<file path="config.mk">
export PLATFORM = sky130hd
export DESIGN_NAME = hazard_unit
export DESIGN_NICKNAME = d
export VERILOG_FILES = /design/src/rtl/hazard_unit.sv
export SDC_FILE = /design/constraint.sdc
export NUM_CORES = 1
export LEC_CHECK = 0
export BUFFER_PORTS_ARGS = -buffer_cell sky130_fd_sc_hd__clkbuf_2
export CAP_MARGIN = 0
export CORE_ASPECT_RATIO = 0.75
export CORE_MARGIN = 2
export CORE_UTILIZATION = 47
export CTS_BUF_LIST = sky130_fd_sc_hd__clkbuf_4 sky130_fd_sc_hd__clkbuf_8 sky130_fd_sc_hd__clkbuf_16
export DETAILED_ROUTE_END_ITERATION = 6
export GPL_TIMING_DRIVEN = 0
export HOLD_SLACK_MARGIN = 0.1
export PLACE_DENSITY_LB_ADDON = 0.05
export SLEW_MARGIN = 40
export SYNTH_ARGS = -nofsm -noshare
export SYNTH_HDL_FRONTEND = slang
export SYNTH_SLANG_ARGS = --single-unit
</file>
<file path="constraint.sdc">
create_clock -name clock -period 1.9 [get_ports clock]
set_clock_uncertainty 0.2 [all_clocks]
set_input_delay 0.19 -clock clock [delete_from_list [all_inputs] [get_ports clock]]
set_output_delay 0.19 -clock clock [all_outputs]
set_load 0.05 [all_outputs]
</file>
<file path="src/rtl/hazard_unit.sv">
// Pipeline hazard controller: load-use bubbles, branch flushes and
// data-memory freezes with a bounded wait, plus stall/flush counters.
module hazard_unit #(
  parameter int unsigned TIMEOUT = 255,
  parameter int unsigned CNT_W   = 16
) (
  input  logic             clock,
  input  logic             reset,
  input  logic [4:0]       reg_ra_addr,
  input  logic [4:0]       reg_rb_addr,
  input  logic [4:0]       reg_rt_addr,
  input  logic             use_ra,
  input  logic             use_rb,
  input  logic             use_rt,
  input  logic             xREG2_do_dm_read,
  input  logic             xREG2_do_reg_write,
  input  logic [4:0]       xREG2_write_reg_addr,
  input  logic             branch_taken,
  input  logic             mem_req,
  input  logic             dm_ready,
  output logic             pc_enable,
  output logic             xREG1_enable,
  output logic             xREG2_enable,
  output logic             xREG3_enable,
  output logic             xREG1_flush,
  output logic             xREG2_bubble,
  output logic             dm_timeout,
  output logic [CNT_W-1:0] stall_cnt,
  output logic [CNT_W-1:0] flush_cnt
);

  localparam int unsigned WAIT_W = 8;

  typedef enum logic {
    RUN      = 1'b0,
    MEM_WAIT = 1'b1
  } state_t;

  state_t              state_q;
  logic [WAIT_W-1:0]   wait_cnt_q;
  logic                dm_timeout_q;
  logic [CNT_W-1:0]    stall_cnt_q;
  logic [CNT_W-1:0]    stall_cnt_d;
  logic [CNT_W-1:0]    flush_cnt_q;
  logic [CNT_W-1:0]    flush_cnt_d;
  logic                load_use;
  logic                freeze;
  logic                wait_limit;

  // Decode-stage source matches the destination of a load in execute
  always_comb begin
    load_use = xREG2_do_dm_read && xREG2_do_reg_write &&
               ((use_ra && (reg_ra_addr == xREG2_write_reg_addr)) ||
                (use_rb && (reg_rb_addr == xREG2_write_reg_addr)) ||
                (use_rt && (reg_rt_addr == xREG2_write_reg_addr)));
  end

  // Freeze while memory is busy; in MEM_WAIT the wait is bounded by TIMEOUT
  always_comb begin
    wait_limit = (wait_cnt_q >= WAIT_W'(TIMEOUT));
    freeze     = 1'b0;
    case (state_q)
      RUN:      freeze = mem_req && !dm_ready;
      MEM_WAIT: freeze = !dm_ready && !wait_limit;
      default:  freeze = 1'b0;
    endcase
  end

  // Pipeline control, priority: reset, freeze, branch, load-use
  always_comb begin
    pc_enable    = 1'b1;
    xREG1_enable = 1'b1;
    xREG2_enable = 1'b1;
    xREG3_enable = 1'b1;
    xREG1_flush  = 1'b0;
    xREG2_bubble = 1'b0;
    if (reset) begin
      xREG1_flush  = 1'b1;
      xREG2_bubble = 1'b1;
    end else if (freeze) begin
      pc_enable    = 1'b0;
      xREG1_enable = 1'b0;
      xREG2_enable = 1'b0;
      xREG3_enable = 1'b0;
    end else if (branch_taken) begin
      xREG1_flush  = 1'b1;
      xREG2_bubble = 1'b1;
    end else if (load_use) begin
      pc_enable    = 1'b0;
      xREG1_enable = 1'b0;
      xREG2_bubble = 1'b1;
    end
  end

  // Saturating performance counter next values
  always_comb begin
    stall_cnt_d = stall_cnt_q;
    flush_cnt_d = flush_cnt_q;
    if (!pc_enable && (stall_cnt_q != {CNT_W{1'b1}})) begin
      stall_cnt_d = stall_cnt_q + CNT_W'(1);
    end
    if (xREG1_flush && (flush_cnt_q != {CNT_W{1'b1}})) begin
      flush_cnt_d = flush_cnt_q + CNT_W'(1);
    end
  end

  // Memory-wait FSM with wait counter and sticky timeout flag
  always_ff @(posedge clock) begin
    if (reset) begin
      state_q      <= RUN;
      wait_cnt_q   <= '0;
      dm_timeout_q <= 1'b0;
    end else begin
      case (state_q)
        RUN: begin
          if (freeze) begin
            state_q    <= MEM_WAIT;
            wait_cnt_q <= WAIT_W'(1);
          end
        end
        MEM_WAIT: begin
          if (freeze) begin
            wait_cnt_q <= wait_cnt_q + WAIT_W'(1);
          end else begin
            state_q    <= RUN;
            wait_cnt_q <= '0;
            if (!dm_ready) begin
              dm_timeout_q <= 1'b1;
            end
          end
        end
        default: begin
          state_q    <= RUN;
          wait_cnt_q <= '0;
        end
      endcase
    end
  end

  // Counter registers
  always_ff @(posedge clock) begin
    if (reset) begin
      stall_cnt_q <= '0;
      flush_cnt_q <= '0;
    end else begin
      stall_cnt_q <= stall_cnt_d;
      flush_cnt_q <= flush_cnt_d;
    end
  end

  assign dm_timeout = dm_timeout_q;
  assign stall_cnt  = stall_cnt_q;
  assign flush_cnt  = flush_cnt_q;

endmodule

</file>
==> results.toml <==
[setup_path]
largest_driver_fanout_on_the_critical_path = 6
timing.critical_path.depth = 9
rr_endpoint = "stall_cnt[13]"
cpMaxStageDelayCell = "sky130_fd_sc_hd__dfxtp_2"
required_ns = 1.51
arrival_ns = 1.72
timing.reg2reg.worst_path_depth = 9
critical_path.endpoint_type = "primary output"
rr_startpoint = "state_q"
regToRegSetupSlack_ns = -0.17
capturing_element_of_the_worst_setup_path = "xREG3_enable"
crit_path_max_incr_delay_ns = 0.37
cp_common_cell = "sky130_fd_sc_hd__buf_6"
critPathKind = "flop to primary output"
path_cells = "ha_4 > nand2_4 > o31ai_4 > buf_6 > nor2_4 > inv_2 > buf_12 > buf_6 > clkbuf_16"
crit_path_start = "wait_cnt_q[1]"
path_delay_family = "buffers and inverters"
worstSetupStartpointType = "flop"
cp_buf_inv_count = 5

[logic_synthesis]
synthesis.area_mm2 = 0.00240
post_synth_main_area_contributors = "sky130_fd_sc_hd__dfxtp_1, sky130_fd_sc_hd__nor2_1, sky130_fd_sc_hd__xnor2_1, sky130_fd_sc_hd__a21oi_1, sky130_fd_sc_hd__xor2_1"
netlist-cell-type-count = 40
ys_seq_elements = 42
synthArstFlopShare = 0
synth_area_per_cell_um2 = 8.23
synth_common_cells = "sky130_fd_sc_hd__dfxtp_1, sky130_fd_sc_hd__nor2_1, sky130_fd_sc_hd__a21oi_1, sky130_fd_sc_hd__nand3_1, sky130_fd_sc_hd__xnor2_1"
synth.yosys.seq_area_share = 0.351
synth_largest_area_cell = "sky130_fd_sc_hd__dfxtp_1"
synthDominantCellAreaShare = 0.351
yosys_warnings = 0
synth-edff-count = 0
main_synth_ff_type = "sky130_fd_sc_hd__dfxtp_1"
postSynthNetCount = 324
netlist_instances = 291

[placed_design]
place_ws_ns = -0.312
place.detailed.hpwl_mm = 4.31
port_buffers = 67
place.gp.congestion = 0.812

[die]
initial_core_util = 0.489
design.die.area_mm2 = 0.00569
die_height_um = 65.8
chipWidth_um = 86.4
floorplan.io_pins = 69
coreArea_mm2 = 0.00490
rows = 22

[power]
leakage_power_total_nw = 1.54
switching_power_w = 0.000564
internal-power_w = 0.00129
pwr-share-seq = 0.481
power.ir.vdd_worst_mv = 0.336
power.density_cell_area_mw_per_mm2 = 485
power.combinational.fraction = 0.187
fraction_of_power_spent_switching_nets = 0.305
power.clock.fraction = 0.332
design_power_total_w = 0.00185

[detailed_routing]
dr_wl_met3_um = 320
drcViolationCount = 0
wl_met1_mm = 3.28
antenna_violating_nets_post_route = 0
initialDrtViolationCount = 99
top_layer_used = "met4"
avgViaCountPerCell = 5.44
vias = 2509
postRouteWirelength_mm = 6.78
dr_wl_met2_mm = 3.09
wl_per_cell_um = 14.7
firstDrtPassIters = 4

[clock_tree]
htree_levels = 2
cts_buffers = 5
source_to_sink_clock_delay_at_the_later_pin_of_the_worst_skew_pair_ns = 0.30
clock_path_buffers = 2
clkTransAtPathRegs_ns = 0.09
tritoncts = "built"
cts_sinks = 42
clockRootBuffer = "sky130_fd_sc_hd__clkbuf_8"

[outcome]
failed_checks = "setup timing"
status = "finished, violations left"

[global_routing]
grt_overflow_total = 0
number_of_antenna_violations_at_the_first_check_in_global_routing = 0
grt_first_pass_wirelength_mm = 11.0
total_routing_usage_gr = 0.241
grt_pass1_vias = 2375
grt_start_max_net_pins = 16

[timing]
final_critical_path_setup_slack_ns = -0.211
worst_slew_pin_slew_ns = 0.587
min_period_over_period = 1.11
final-max-slew-violation-count = 0
report.final.setup_viol = 32
hold_viol_final = 0
fmaxAchievable_ghz = 0.474
final.min_clock_period_ns = 2.11
maxSlewHeadroom = 0.609
grt_setup_unrepaired = "true"

[cells_and_area]
finish.utilization = 0.779
area_growth_from_synthesis_to_final_layout_pct = 59.3
num_antenna_cells = 0
drive_gt1_frac = 0.549
fin_nets = 433

[run]
drv_cap = 0

[worst_hold_path]
holdCritStartpoint = "mem_req"
timing.hold.worst.class = "input pin to flop"
metrics by stage:
stage	instance area [um^2]	hold WS [ns]	std cells	setup TNS, ns
global placement	3090	0.247	418	-6.44
finish	3820	0.196	461	-3.18
floorplan	2680	0.210	291	-0.874
CTS	3640	0.174	452	-3.83
detailed placement	3090	0.252	418	-7.07
global route	3820	0.257	461	-6.38
area by class of cell:
type	count	area (um^2)
timing repair buffer	101	714
fill	341	1080
clock buffer	5	68.8
inverter	4	15.0
multi-input combinational	234	1890
clock inverter	3	21.3
buffer	12	97.6
tap	60	75.1
sequential	42	940
cells by family after synthesis:
family / count (synthesis) / synth area share
AO/OA/AOI/OAI: 46 / 0.121
XOR/XNOR: 28 / 0.102
adder cells (fa/ha/maj): 3 / 0.0157
buffers and inverters: 16 / 0.0324
flip-flops: 42 / 0.351
multiplexers: 16 / 0.0721
AND/OR/NAND/NOR: 140 / 0.305
placed cells by master (no fill, tap or decap), types with 4 or more instances in the layout:
cell type / netlist / routed
sky130_fd_sc_hd__clkbuf_2: 0 / 61
sky130_fd_sc_hd__nor2_1: 42 / 37
sky130_fd_sc_hd__buf_4: 2 / 29
sky130_fd_sc_hd__dfxtp_4: 0 / 20
sky130_fd_sc_hd__dfxtp_2: 0 / 19
sky130_fd_sc_hd__xnor2_1: 15 / 14
sky130_fd_sc_hd__a21oi_1: 24 / 14
sky130_fd_sc_hd__xor2_1: 13 / 13
sky130_fd_sc_hd__nand2_1: 14 / 12
sky130_fd_sc_hd__nor2b_1: 10 / 10
sky130_fd_sc_hd__nand3_1: 16 / 9
sky130_fd_sc_hd__and3_1: 9 / 8
sky130_fd_sc_hd__nand4_1: 7 / 7
sky130_fd_sc_hd__clkbuf_1: 7 / 6
sky130_fd_sc_hd__a21oi_2: 1 / 6
sky130_fd_sc_hd__clkbuf_8: 0 / 6
sky130_fd_sc_hd__o21ai_0: 10 / 6
sky130_fd_sc_hd__buf_6: 1 / 6
sky130_fd_sc_hd__mux2_2: 10 / 6
sky130_fd_sc_hd__nand2b_1: 6 / 6
sky130_fd_sc_hd__mux2i_1: 6 / 6
sky130_fd_sc_hd__nor3_1: 10 / 5
sky130_fd_sc_hd__nand3_2: 1 / 5
sky130_fd_sc_hd__a21oi_4: 0 / 5
sky130_fd_sc_hd__nor2_4: 0 / 4
sky130_fd_sc_hd__nand3b_1: 4 / 4
sky130_fd_sc_hd__mux2_4: 0 / 4
sky130_fd_sc_hd__buf_8: 0 / 4
worst min-delay path by stage:
stage	end	slack, ns	cells past startpoint
2_1_floorplan	dm_timeout	0.21	3
3_3_place_gp	stall_cnt[5]	0.25	1
3_5_place_dp	stall_cnt[5]	0.25	1
4_1_cts	wait_cnt_q[4]	0.17	4
5_1_grt	wait_cnt_q[2]	0.26	4
6_report	wait_cnt_q[4]	0.20	4
worst reg2reg max path, stage by stage, from the launching register on:
cell	delay, ns
sky130_fd_sc_hd__dfxtp_4	0.40
sky130_fd_sc_hd__o21ba_2	0.18
sky130_fd_sc_hd__o31ai_4	0.07
sky130_fd_sc_hd__buf_6	0.14
sky130_fd_sc_hd__nor2_4	0.16
sky130_fd_sc_hd__inv_2	0.08
sky130_fd_sc_hd__buf_12	0.13
sky130_fd_sc_hd__buf_8	0.15
sky130_fd_sc_hd__a21oi_2	0.12
sky130_fd_sc_hd__mux2_2	0.33
registers in the layout (all words and copies together) (netlist names):
register and flops:
state_q 1, flush_cnt 16, stall_cnt 16, dm_timeout 1
wait_cnt_q 8
what timing repair did:
item | 4_1_cts | 5_1_grt
pin swaps | 12 | 13
cloned | 2 | 0
endpoints found under the setup margin | 35 | 38
resized for setup | 51 | 31
endpoints found under the hold margin | 1 | 0
hold buffers | 1 | 0
buffers inserted | 23 | 9
per-layer routing:
metal,up-vias,GRT usage
met5,-,0
met4,0,0.0645
met3,11,0.0499
met2,71,0.362
met1,1175,0.350
li1,1252,-
power by group through the flow:
| stage | clock, W | sequential (W) | combinational, W |
|---|---|---|---|
| floorplan | 0 | 0.000948 | 0.000148 |
| global placement | 0 | 0.000915 | 0.000262 |
| detailed placement | 0 | 0.000916 | 0.000264 |
| CTS | 0.000626 | 0.000894 | 0.000321 |
| global route | 0.000671 | 0.000893 | 0.000373 |
| finish | 0.000615 | 0.000890 | 0.000346 |
Note: power is estimated with default switching activity, not from simulation.
